## config.mk

```make
export PLATFORM = sky130hd
export DESIGN_NAME = tremolo_mod
export DESIGN_NICKNAME = d
export VERILOG_FILES = /design/src/rtl/tremolo_pkg.sv /design/src/rtl/tremolo_gain.sv /design/src/rtl/tremolo_mod.sv
export SDC_FILE = /design/constraint.sdc
export NUM_CORES = 2
export LEC_CHECK = 0
export ABC_AREA = 1
export CORE_ASPECT_RATIO = 0.75
export CORE_MARGIN = 10
export CORE_UTILIZATION = 59
export DETAILED_ROUTE_END_ITERATION = 8
export PLACE_DENSITY_LB_ADDON = 0.08
export SYNTH_ARGS = -nofsm -noshare
export SYNTH_HDL_FRONTEND = slang
export SYNTH_SLANG_ARGS = --single-unit
```

## constraint.sdc

```tcl
create_clock -name clk -period 6.2 [get_ports clk]
set_input_delay 0.62 -clock clk [delete_from_list [all_inputs] [get_ports clk]]
set_output_delay 0.62 -clock clk [all_outputs]
set_load 0.005 [all_outputs]
```

## src/rtl/tremolo_pkg.sv

```systemverilog
// Shared widths, constants and types for the tremolo amplitude-modulation stage.
package tremolo_pkg;

  localparam int WIDTH       = 24;
  localparam int DEPTH_WIDTH = 8;
  localparam int GAIN_WIDTH  = WIDTH + 1;
  localparam int PROD_WIDTH  = WIDTH + GAIN_WIDTH;

  typedef logic signed [WIDTH-1:0] sample_t;
  typedef logic [GAIN_WIDTH-1:0]   gain_t;

  // 1.0 in unsigned Q1.24
  localparam gain_t UNITY_GAIN = {1'b1, {WIDTH{1'b0}}};

endpackage

```

## src/rtl/tremolo_gain.sv

```systemverilog
// Two-stage registered gain: depth*inverse-modulator product, then G = 1.0 - product/256.
module tremolo_gain
  import tremolo_pkg::*;
(
  input  logic                   clk,
  input  logic                   rst,
  input  logic                   adv,
  input  logic [WIDTH-1:0]       wav,
  input  logic [DEPTH_WIDTH-1:0] depth,
  input  logic                   en,
  output gain_t                  gain
);

  logic [WIDTH-1:0]             mod_ob;
  logic [WIDTH-1:0]             mod_inv;
  logic [WIDTH+DEPTH_WIDTH-1:0] prod_q;
  logic                         en_q;

  // Offset-binary modulator; its inverse (2^24-1 - m) is just the bitwise complement.
  assign mod_ob  = {~wav[WIDTH-1], wav[WIDTH-2:0]};
  assign mod_inv = ~mod_ob;

  always_ff @(posedge clk) begin
    if (rst) begin
      prod_q <= '0;
      en_q   <= 1'b0;
      gain   <= UNITY_GAIN;
    end else if (adv) begin
      prod_q <= {{WIDTH{1'b0}}, depth} * {{DEPTH_WIDTH{1'b0}}, mod_inv};
      en_q   <= en;
      gain   <= en_q ? gain_t'(UNITY_GAIN - gain_t'(prod_q >> DEPTH_WIDTH)) : UNITY_GAIN;
    end
  end

endmodule

```

## src/rtl/tremolo_mod.sv

```systemverilog
// Tremolo stage: 3-stage pipeline scaling audio by a depth-weighted gain taken from the NCO waveform.
module tremolo_mod
  import tremolo_pkg::*;
(
  input  logic                   clk,
  input  logic                   rst,
  input  logic                   en,
  input  logic [DEPTH_WIDTH-1:0] depth,
  input  logic [WIDTH-1:0]       wav,
  input  logic                   s_valid,
  output logic                   s_ready,
  input  logic [WIDTH-1:0]       s_data,
  output logic                   m_valid,
  input  logic                   m_ready,
  output logic [WIDTH-1:0]       m_data
);

  // Handshake: a word moves on a port when valid && ready at a rising edge.
  // The whole pipe stalls together; s_ready is the advance term itself.
  logic adv;
  assign adv     = !m_valid || m_ready;
  assign s_ready = adv;

  logic                          v1, v2;
  sample_t                       d1, d2;
  gain_t                         gain;
  logic signed [PROD_WIDTH-1:0]  d_ext, g_ext, prod;

  tremolo_gain u_gain (
    .clk   (clk),
    .rst   (rst),
    .adv   (adv),
    .wav   (wav),
    .depth (depth),
    .en    (en),
    .gain  (gain)
  );

  assign d_ext = {{GAIN_WIDTH{d2[WIDTH-1]}}, d2};
  assign g_ext = {{WIDTH{1'b0}}, gain};
  assign prod  = d_ext * g_ext;

  always_ff @(posedge clk) begin
    if (rst) begin
      v1      <= 1'b0;
      v2      <= 1'b0;
      d1      <= '0;
      d2      <= '0;
      m_valid <= 1'b0;
      m_data  <= '0;
    end else if (adv) begin
      v1      <= s_valid;
      d1      <= s_data;
      v2      <= v1;
      d2      <= d1;
      m_valid <= v2;
      // Arithmetic shift floors toward -inf; G <= 1.0 so the result always fits.
      m_data  <= WIDTH'(prod >>> WIDTH);
    end
  end

endmodule

```

## Word-level counts from Yosys, hierarchy flattened

Cells that the tools add are included.

| storage, ports and cells | value |
|---|---|
| flip-flop bits (word level) | 133 |
| input port bits | 61 |
| output and inout bits | 26 |
| logic and storage cells | 17 |

| operators by class | value |
|---|---|
| add/sub/neg operators | 1 |
| multiply operators | 2 |
| muxes and demuxes | 1 |
| bitwise gates (word level) | 2 |
| reduce and logical (&&, ||, !) cells | 2 |

Operators by type and width:

| cell | number |
|---|---|
| multiplier 24 x 26 -> 48 bit | 1 |
| multiplier 8 x 24 -> 32 bit | 1 |
| two-way mux 25 bit | 1 |
| subtractor 25 x 24 -> 25 bit (first input constant) | 1 |
| inverter 24 bit | 1 |
| logical NOT 1 bit | 1 |
| logical OR 1 bit | 1 |
| inverter 1 bit | 1 |

## Depth between registers and ports, before layout

| depth | value |
|---|---|
| depth in word-level cells | 3 |
| depth in mapped cells | 32 |
| gate-level depth less buffers | 30 |

## Cells and area by module

A second synthesis with hierarchy kept.

| unflattened totals | value |
|---|---|
| cell total of the unflattened synthesis | 4369 |
| area total of the unflattened synthesis | 31868.1 µm² |

Modules (own cells, without submodules):

| module | times used | cells each | area an instance (µm²) | sequential area each (µm²) |
|---|---|---|---|---|
| tremolo_mod | 1 | 3163 | 23466.3 | 1501.4 |
| tremolo_gain | 1 | 1206 | 8401.8 | 1001.0 |

## Least setup slack after synthesis

OpenSTA, ideal clock, no wires.

| path | value |
|---|---|
| kind | reg2reg |
| from | register d2[9] |
| to | register m_data[6] |
| setup time | 0.109 ns |
| data arrival time | 5.820 ns |
| data required time | 6.091 ns |
| setup slack | 0.271 ns |
| cell stages (with the launch flop) | 27 |
| buffers on the path | 2 |
| clock period less this slack | 5.929 ns |
| cells stage by stage | dfxtp_1 clkbuf_1 clkbuf_1 nand2_1 fa_1 inv_1 fa_1 inv_1 fa_1 inv_1 fa_1 fa_1 fa_1 inv_1 fa_1 inv_1 ha_1 a21oi_1 o21ai_0 a21oi_1 o21ai_0 a21oi_1 inv_1 nand2_1 nand3_1 nand2_1 inv_1 |

| on the way | value |
|---|---|
| word-level cells in the longest chain between the ends | 1 |

RTL lines:

| element | RTL line | RTL |
|---|---|---|
| start, declared | tremolo_mod.sv:25 | `sample_t d1, d2;` |
| start signal, assigned | tremolo_mod.sv:48 | `d2 <= '0;` |
| start signal, assigned | tremolo_mod.sv:55 | `d2 <= d1;` |
| multiplier 24 x 26 -> 48 bit | tremolo_mod.sv:41 | `assign prod = d_ext * g_ext;` |
| end signal, assigned | tremolo_mod.sv:58 | `m_data <= WIDTH'(prod >>> WIDTH);` |
| end, declared | tremolo_mod.sv:15 | `output logic [WIDTH-1:0] m_data` |

Every way passes these cells.
A chain may end at the register's enable or synchronous reset.

## Final worst setup path

| path | value |
|---|---|
| from | register u_gain.gain[19] |
| to | register m_data[20] |

| on the way | value |
|---|---|
| word-level cells in the longest chain between the ends | 1 |

RTL lines:

| element | RTL line | RTL |
|---|---|---|
| start, declared | tremolo_gain.sv:11 | `output gain_t gain` |
| start signal, assigned | tremolo_gain.sv:31 | `gain <= en_q ? gain_t'(UNITY_GAIN - gain_t'(prod_q >> DEPTH_WIDTH)) : UNITY_GAIN;` |
| multiplier 24 x 26 -> 48 bit | tremolo_mod.sv:41 |  |

Every way passes these cells.

==> results.py <==
metrics = {
    "logic_synthesis": {
        "yosysMostFrequentCell": "inv_1",
        "synth_ff_type": "dfxtp_1",
        "synth-async-reset-ratio_pct": 0,
        "synth-edff-count": 0,
        "synth_top_area_share_pct": 40.1,
        "netlist_instances": 4319,
        "synthTopCellsByCount": "inv_1 (1214), nand2_1 (1021), fa_1 (634)",
        "synth_cell_types": 43,
        "yosysSeqAreaShare_pct": 7.91,
        "syn_avg_cell_area_sq_um": 7.32,
        "synth_area_sq_um": 31600,
        "ys_ff_latch": 125,
        "synth_nets": 5251,
        "yosysWarnings": 0,
        "yosysTopAreaCell": "fa_1",
        "synthTopCellsByArea": "fa_1 (40%), inv_1 (14%), nand2_1 (12%)",
    },
    "setup_path": {
        "cpPeakStageDelay_ns": 0.56,
        "cpLargestDelayFamily": "adder cells",
        "worstPathArrival_ns": 6.47,
        "crit_top_cell": "inv_1",
        "required_ns": 6.56,
        "cp-end-kind": "register",
        "setup.worst_path.class": "register to register",
        "cp_max_fo": 7,
        "slowest_stage": "fa_2",
        "cp-start-kind": "register",
        "critPathBufInv": 9,
    },
    "clocking": {
        "htree_num_levels": 4,
        "cts_buffers": 17,
        "tritoncts": "yes",
        "holdBufCountCts": 0,
        "cts.clk_slew.worst_paths_ns": 0.07,
        "cts.sinks": 125,
        "root_buffer": "clkbuf_16",
        "cts_buffer_depth": 2,
        "clk_latency_ns": 0.47,
    },
    "place": {
        "routabilityCongestion": 0.998,
        "dp_hpwl_um": 78700,
        "place_ws_ns": -0.259,
        "place_inst": 5144,
        "io_buffer_count": 86,
        "dpl_cell_area_sq_um": 34800,
    },
    "routing": {
        "num_vias": 27516,
        "drtPass1Iterations": 6,
        "route.detailed.drc": 0,
        "ant_nets": 0,
        "drt_iter0_drc": 2757,
        "wl_um": 97100,
        "routedWlPerCell_um": 18.6,
        "via_per_inst": 5.28,
    },
    "grt": {
        "antenna_found_initial": 0,
        "grt_pass1_vias": 27001,
        "grt-ovfl-total": 0,
        "grt_pass1_wl_um": 149000,
        "grt_use_total_pct": 30.3,
        "grt_max_degree": 73,
    },
    "pwr": {
        "swShare_pct": 53.0,
        "switching_power_uw": 4270,
        "power.density_nw_per_um2": 216,
        "p_int_uw": 3790,
        "peakVddDrop_mv": 0.259,
        "leakagePower_uw": 0.0207,
        "p_seq_share_pct": 14.1,
        "pwr-share-clk_pct": 13.3,
        "pwr-share-comb_pct": 72.6,
        "total_power_uw": 8060,
    },
    "layout": {
        "fillers": 4432,
        "layout-drive-gt1-share_pct": 13.5,
        "final_cell_area_sq_um": 37300,
        "nNetsFinal": 5417,
        "area_delta_synth_final_pct": 17.8,
        "fin_cells": 5210,
        "antenna_cells": 0,
    },
    "timing": {
        "whs_ns": 0.479,
        "hold_violations": 0,
        "skew_ns": 0.0189,
        "rsz0062_at_grt": "true",
        "fin_crit_ns": 6.11,
        "setup_ws_ns": 0.0918,
        "finalMaxSlewViolations": 0,
        "fmax_ghz": 0.164,
        "maxSlewHeadroom_pct": 40.9,
        "tightest_slew_ns": 0.884,
        "period_share_pct": 98.5,
        "setup_viol": 0,
    },
    "die": {
        "ioPinCount": 87,
        "die-height_um": 220,
        "initial_core_util_pct": 59.7,
        "core_area_sq_um": 53000,
        "fp.dieW_um": 287,
        "die_area_sq_um": 63300,
        "num_rows": 73,
    },
    "run": {
        "drv_cap": 0,
    },
    "worst_hold_path": {
        "holdCritPathClass": "register to register",
    },
    "run_status": {
        "outcome": "finished clean",
    },
}
-- sequential cells by signal, summed over array words and instances, names as in the netlist --
signal	count
u_gain.gain	25
m_data	24
m_valid	1
v1	1
u_gain.prod_q	24
d2	24
v2	1
d1	24
u_gain.en_q	1
-- metrics by stage --
| stage | TNS, ns | utilization (%) |
|---|---|---|
| 2_1_floorplan | 0 | - |
| 3_3_place_gp | -1.77 | 65.8 |
| 3_5_place_dp | -3.02 | 65.8 |
| 4_1_cts | -0.00572 | 67.0 |
| 5_1_grt | -1.22 | 70.3 |
| 6_report | 0 | 70.3 |
-- logic make-up after synthesis --
logic type                 after synthesis  share of synthesized area (%)
and+or+nand+nor                       1529                           19.1
buffers and inverters                 1417                           16.8
adders and majority gates              871                           49.5
AOI/OAI and AO/OA                      362                           6.20
DFF                                    125                           7.91
xor gates and xnor gates                15                          0.415
-- layout by cell type (no fill, tap or decap), types with 6 or more instances in the layout --
cell type / count
a21o_1: 6
or2_2: 14
o21bai_1: 16
nand3_1: 88
o211ai_1: 14
a21oi_4: 8
o21ai_2: 18
nor3_1: 11
buf_12: 46
inv_8: 6
o21a_1: 9
nand3_2: 13
a21oi_2: 33
dfxtp_1: 90
ha_4: 22
nand2_2: 42
a21oi_1: 98
dfxtp_4: 19
nor2_1: 295
inv_1: 1183
xor2_1: 9
nand2_1: 974
inv_2: 32
o21ai_0: 134
fa_2: 23
clkdlybuf4s50_1: 86
nor2_2: 22
buf_6: 17
clkbuf_16: 27
dfxtp_2: 16
nor2_4: 23
nand2_4: 8
buf_4: 185
fa_1: 611
ha_1: 213
nand4_1: 23
o21ai_1: 15
-- worst register-to-register path: cells and delay by family, from the launching register on --
| kind | cells | cell delay, ns |
|---|---|---|
| adder cells (fa/ha/maj) | 8 | 3.80 |
| AND/OR/NAND/NOR | 9 | 0.77 |
| buffers and inverters | 9 | 0.73 |
| flip-flops | 1 | 0.39 |
| AO/OA/AOI/OAI | 2 | 0.33 |
-- routing by layer --
| layer | GRT usage [%] | vias up | part of all wire, % |
|---|---|---|---|
| li1 | - | 12762 | - |
| met1 | 44.2 | 13371 | 44 |
| met2 | 45.0 | 1231 | 43 |
| met3 | 7.11 | 152 | 10 |
| met4 | 7.16 | 0 | 3.2 |
| met5 | 0 | - | 0 |
-- final timing paths --
check             cells after the start                          from  slack, ns                 endpoint
hold / removal                        2               v2$_SDFFE_PP0P_       0.48     m_valid$_SDFFE_PP0P_
hold reg to reg                       2               v2$_SDFFE_PP0P_       0.48     m_valid$_SDFFE_PP0P_
setup / recovery                     28  u_gain.gain[19]$_SDFFE_PP0P_       0.09  m_data[20]$_SDFFE_PP0P_
setup reg to reg                     28  u_gain.gain[19]$_SDFFE_PP0P_       0.09  m_data[20]$_SDFFE_PP0P_
-- layout make-up --
cell class              instances  area, sq um  area share, %
clock buffers                  17          425           1.14
clock inverters                15          165          0.443
inverters                    1218         4580           12.3
multi-input cells            2777        24900           67.0
flip-flops and latches        125         2590           6.96
well taps                     712          891           2.39
repair buffers                346         3650           9.81
-- timing repair --
action	CTS	global route
setup endpoints to repair	23	24
pin swaps	2	108
gates resized for setup	27	375
cloned	0	10
setup buffers	0	27
-- power by group through the flow --
stage	clock, uW	sequential, uW	combinational [uW]
2_1_floorplan	0	1050	3380
6_report	1080	1140	5850
3_5_place_dp	0	1140	5170
5_1_grt	1110	1150	6490
3_3_place_gp	0	1140	5140
4_1_cts	1080	1120	5220
Note: power is estimated with default switching activity, not from simulation.
